### config.mk
export PLATFORM = sky130hd
export DESIGN_NAME = uart_rx_deser
export DESIGN_NICKNAME = d
export VERILOG_FILES = /design/src/rtl/uart_pkg.sv /design/src/rtl/uart_sync.sv /design/src/rtl/uart_rx_deser.sv
export SDC_FILE = /design/constraint.sdc
export NUM_CORES = 1
export LEC_CHECK = 0
export CAP_MARGIN = 5
export CELL_PAD_IN_SITES_DETAIL_PLACEMENT = 1
export CELL_PAD_IN_SITES_GLOBAL_PLACEMENT = 2
export CORE_AREA = 2 2 57 86
export DETAILED_ROUTE_END_ITERATION = 8
export DIE_AREA = 0 0 59 88
export MAX_ROUTING_LAYER = met4
export PLACE_DENSITY = 0.76
export SETUP_SLACK_MARGIN = 0.3
export SYNTH_ARGS = -nofsm -noshare
export SYNTH_HDL_FRONTEND = slang
export SYNTH_HIERARCHICAL = 1
export SYNTH_SLANG_ARGS = --single-unit
### constraint.sdc
create_clock -name clock -period 1.5 [get_ports clock]
set_input_delay 0.225 -clock clock [delete_from_list [all_inputs] [get_ports clock]]
set_output_delay 0.225 -clock clock [all_outputs]
set_load 0.1 [all_outputs]
### src/rtl/uart_pkg.sv
// Shared UART definitions: receive FSM state encoding and default word width.
package uart_pkg;

  localparam int UART_DATA_WIDTH = 8;

  typedef enum logic [2:0] {
    IDLE,
    START,
    DATA,
    STOP,
    BREAK
  } uart_rx_state_t;

endpackage

### src/rtl/uart_sync.sv
// Two-flop synchronizer for an asynchronous UART input; resets to the idle-high level.
module uart_sync (
  input  logic clock,
  input  logic reset,
  input  logic async_in,
  output logic sync_out
);

  logic meta_reg;
  logic sync_reg;

  always_ff @(posedge clock or posedge reset) begin
    if (reset) begin
      meta_reg <= 1'b1;
      sync_reg <= 1'b1;
    end else begin
      meta_reg <= async_in;
      sync_reg <= meta_reg;
    end
  end

  assign sync_out = sync_reg;

endmodule

### src/rtl/uart_rx_deser.sv
// UART receive deserializer: start-bit validation, mid-bit sampling, stop-bit check,
// and a single-entry valid/ready output register with overrun and framing-error pulses.
module uart_rx_deser
  import uart_pkg::*;
#(
  parameter int CLKS_PER_BIT = 16,
  parameter int DATA_WIDTH   = UART_DATA_WIDTH
) (
  input  logic                  clock,
  input  logic                  reset,
  input  logic                  sdata_rx_in,
  output logic [DATA_WIDTH-1:0] data_rx_out,
  output logic                  valid_rx_out,
  input  logic                  ready_rx_in,
  output logic                  frame_err_out,
  output logic                  overrun_out
);

  localparam int CW = $clog2(CLKS_PER_BIT);
  localparam int IW = $clog2(DATA_WIDTH + 1);
  localparam logic [CW-1:0] HALF_LAST = CW'(CLKS_PER_BIT / 2 - 1);
  localparam logic [CW-1:0] BIT_LAST  = CW'(CLKS_PER_BIT - 1);
  localparam logic [IW-1:0] IDX_LAST  = IW'(DATA_WIDTH - 1);

  logic                  line;
  uart_rx_state_t        state_reg, state_next;
  logic [CW-1:0]         cnt_reg, cnt_next;
  logic [IW-1:0]         idx_reg, idx_next;
  logic [DATA_WIDTH-1:0] shift_reg, shift_next;
  logic [DATA_WIDTH-1:0] data_reg, data_next;
  logic                  valid_reg, valid_next;
  logic                  ferr_reg, ferr_next;
  logic                  ovr_reg, ovr_next;
  logic                  deliver;

  uart_sync u_sync (
    .clock    (clock),
    .reset    (reset),
    .async_in (sdata_rx_in),
    .sync_out (line)
  );

  always_ff @(posedge clock or posedge reset) begin
    if (reset) begin
      state_reg <= IDLE;
      cnt_reg   <= '0;
      idx_reg   <= '0;
      shift_reg <= '0;
      data_reg  <= '0;
      valid_reg <= 1'b0;
      ferr_reg  <= 1'b0;
      ovr_reg   <= 1'b0;
    end else begin
      state_reg <= state_next;
      cnt_reg   <= cnt_next;
      idx_reg   <= idx_next;
      shift_reg <= shift_next;
      data_reg  <= data_next;
      valid_reg <= valid_next;
      ferr_reg  <= ferr_next;
      ovr_reg   <= ovr_next;
    end
  end

  always_comb begin
    state_next = state_reg;
    cnt_next   = cnt_reg;
    idx_next   = idx_reg;
    shift_next = shift_reg;
    ferr_next  = 1'b0;
    deliver    = 1'b0;

    case (state_reg)
      IDLE: begin
        if (!line) begin
          state_next = START;
          cnt_next   = '0;
        end
      end
      START: begin
        if (cnt_reg == HALF_LAST) begin
          cnt_next   = '0;
          idx_next   = '0;
          // A start bit that has gone high again by mid-bit is noise.
          state_next = line ? IDLE : DATA;
        end else begin
          cnt_next = cnt_reg + CW'(1);
        end
      end
      DATA: begin
        if (cnt_reg == BIT_LAST) begin
          cnt_next   = '0;
          shift_next = {line, shift_reg[DATA_WIDTH-1:1]};
          idx_next   = idx_reg + IW'(1);
          if (idx_reg == IDX_LAST) state_next = STOP;
        end else begin
          cnt_next = cnt_reg + CW'(1);
        end
      end
      STOP: begin
        if (cnt_reg == BIT_LAST) begin
          cnt_next = '0;
          if (line) begin
            deliver    = 1'b1;
            state_next = IDLE;
          end else begin
            ferr_next  = 1'b1;
            state_next = BREAK;
          end
        end else begin
          cnt_next = cnt_reg + CW'(1);
        end
      end
      BREAK: begin
        if (line) state_next = IDLE;
      end
      default: state_next = IDLE;
    endcase
  end

  // Output slot: a consume and a delivery in the same cycle hand over directly.
  always_comb begin
    data_next  = data_reg;
    valid_next = valid_reg;
    ovr_next   = 1'b0;

    if (valid_reg && ready_rx_in) valid_next = 1'b0;

    if (deliver) begin
      if (!valid_reg || ready_rx_in) begin
        data_next  = shift_reg;
        valid_next = 1'b1;
      end else begin
        ovr_next = 1'b1;
      end
    end
  end

  assign data_rx_out   = data_reg;
  assign valid_rx_out  = valid_reg;
  assign frame_err_out = ferr_reg;
  assign overrun_out   = ovr_reg;

endmodule

==> results.json <==
{
  "cts_tree": "yes",
  "avgSynthCellArea_um2": 13.3,
  "hold_path_class": "input pin to asynchronous set/reset pin",
  "fin_skew_ns": 0.00477,
  "grt_util_all_layers_pct": 15.6,
  "setup_viol": 8,
  "syn_inst": 113,
  "crit_start": "cnt_reg[0]$_DFFE_PP0P_",
  "final_cells": 199,
  "yosys.area.top_type": "dfrtp_1",
  "hpwl_um": 2380,
  "dieWidth_um": 59,
  "p_sw_share_pct": 32.2,
  "seq_area_frac_synth_pct": 53.3,
  "rr_startpoint": "cnt_reg[0]$_DFFE_PP0P_",
  "maxCapViolations": 0,
  "fin_ws_ns": -0.0496,
  "antenna_cells": 0,
  "p_clk_share_pct": 25.2,
  "synth_flop_cell": "dfrtp_1",
  "use_met3_pct": 4.14,
  "power.internal_mw": 1.83,
  "powerDensity_nw_per_um2": 1240,
  "r2r_cells": 4,
  "grt_max_degree": 31,
  "path_class": "register to register",
  "utilization_pct": 49.1,
  "syn-cell-area_um2": 1510,
  "syn_nets": 119,
  "synthMostInstantiatedCell": "dfrtp_1",
  "fmaxAchievable_ghz": 0.645,
  "die_area_um2": 5190,
  "r2r-end": "data_rx_out[4]$_DFFE_PP0P_",
  "via_count": 1025,
  "htree_levels": 2,
  "cp_max_fo": 8,
  "synth_seq_cells": 32,
  "final.setup.tns_ns": -0.329,
  "cts-buffers-inserted": 5,
  "die_h_um": 88,
  "fin_crit_ns": 1.55,
  "hold_viol": 0,
  "violations": "setup timing",
  "grt_most_used_layer": "met2",
  "worst_skew_pair.late_latency_ns": 0.29,
  "grt_pass1_wl_um": 5750,
  "seqPwrFrac_pct": 39.1,
  "use_met2_pct": 28.2,
  "postCtsHoldBufs": 0,
  "placedCellCount": 184,
  "slew_headroom_pct": 74.2,
  "cp-endpoint": "data_rx_out[4]$_DFFE_PP0P_",
  "clkTransAtPathRegs_ns": 0.06,
  "drt_iter0_markers": 9,
  "synth_edf_count": 0,
  "drive_above_1_share_pct": 58.9,
  "cp.required_ns": 1.67,
  "area_growth_pct": 44.2,
  "antenna_found_initial": 0,
  "wl_per_cell_um": 16.7,
  "start_util_pct": 34.0,
  "routed_wl_um": 3330,
  "rsz0062_at_grt": "true",
  "power.leakage_nw": 0.994,
  "status": "complete, but fails checks",
  "drc": 0,
  "first_global_vias": 1194,
  "min_period_over_period_pct": 103,
  "num_io_pins": 15,
  "critPathCaptureType": "register",
  "async_flop_share_pct": 100,
  "port-buffer-count": 14,
  "synth.distinct_cells": 36,
  "cts.sinks": 32,
  "tightest_slew_ns": 0.387,
  "rows": 30,
  "yosysWarnings": 6,
  "p_sw_uw": 869,
  "synth.top_cell.area_share_pct": 49.8,
  "nets": 156,
  "via_per_inst": 5.15,
  "gp_congestion": 0.749,
  "grtUsageMet1_pct": 14.6,
  "postRouteAntennaNets": 0,
  "core_um2": 4430,
  "r2r_setup_slack_ns": -0.05,
  "ir_worst_vdd_mv": 0.624,
  "arrival_ns": 1.72,
  "grt-ovfl-total": 0,
  "synth_area_leaders": "dfrtp_1, mux2_4, buf_6, dfstp_2, a21oi_1",
  "ctsRootBufferMaster": "clkbuf_8",
  "cp-start-kind": "register",
  "slew_viol_final": 0,
  "post-place-ws_ns": -0.0813,
  "p_comb_share_pct": 35.7,
  "drt_first_pass_iters": 4,
  "synth_common_cells": "dfrtp_1, mux2_4, a21oi_1, inv_1",
  "clockBufferDepth": 2
}
## per-layer routing
layer | vias to the layer above | wire [um]
li1 | 476 | -
met1 | 526 | 1200
met2 | 16 | 1950
met3 | 7 | 98
met4 | 0 | 73
met5 | - | 0
## cell families after synthesis
logic type      Yosys count  synth area share, %
compound gates           20                 9.29
xor+xnor                  1                0.581
fa+ha+maj                 2                 1.66
flops                    32                 53.3
buf+inv                  12                 5.73
simple gates             27                 11.5
mux                      19                 18.0
## per-stage QoR
| stage | instance area, um2 | power, mW | hold slack, ns |
|---|---|---|---|
| final | 2170 | 2.70 | 0.288 |
| after detailed placement | 1880 | 1.75 | 0.347 |
| after global routing | 2170 | 2.86 | 0.303 |
| after floorplan | 1530 | 1.49 | 0.137 |
| after global placement | 1880 | 1.69 | 0.346 |
| after CTS | 2090 | 2.63 | 0.291 |
## power groups by stage
stage	combinational, mW	sequential, mW	clock [mW]
finish	0.963	1.05	0.678
global route	1.05	1.07	0.734
CTS	0.880	1.05	0.702
detailed placement	0.692	1.06	0
global placement	0.643	1.05	0
floorplan	0.446	1.04	0
## how the worst min path moves through the flow
stage	from	endpoint	slack [ns]	cells after the start
6_report	reset	u_sync/meta_reg$_DFF_PP1_	0.29	2
5_1_grt	reset	u_sync/meta_reg$_DFF_PP1_	0.30	2
2_1_floorplan	reset	u_sync/meta_reg$_DFF_PP1_	0.14	1
4_1_cts	reset	u_sync/meta_reg$_DFF_PP1_	0.29	2
3_5_place_dp	u_sync/meta_reg$_DFF_PP1_	u_sync/sync_out$_DFF_PP1_	0.35	0
3_3_place_gp	u_sync/meta_reg$_DFF_PP1_	u_sync/sync_out$_DFF_PP1_	0.35	0
## critical path: stages, from the launching register on
cell and delay, ns:
dfrtp_1 0.36, ha_2 0.18, and4b_2 0.27, and3_4 0.30, mux2_4 0.32
## final cells by class
| class | count | area [um2] |
|---|---|---|
| repair buffers | 36 | 434 |
| fillers | 451 | 2250 |
| clock inverters | 2 | 10.0 |
| multi-input cells | 69 | 758 |
| clock buffers | 6 | 82.6 |
| well taps | 48 | 60.1 |
| flip-flops and latches | 32 | 807 |
| inverters | 6 | 22.5 |
## layout by cell type, fill, tap and decap left out, drive strengths merged, types with 2 or more instances in the layout
cell type / instances
inv: 6
clkdlybuf4s50: 3
clkbuf: 6
nor3b: 2
a21oi: 6
dfrtp: 30
clkinv: 2
nor2: 3
mux2: 17
buf: 33
nand2b: 4
a31oi: 4
ha: 2
dfstp: 2
nand2: 5
and3: 5
a211oi: 3
mux2i: 2
## repair_timing
action,in CTS,in global routing
pin swaps,9,6
buffers inserted,3,4
setup endpoints to repair,28,28
gates resized for setup,20,10
Power figures use the tool's default switching activity.
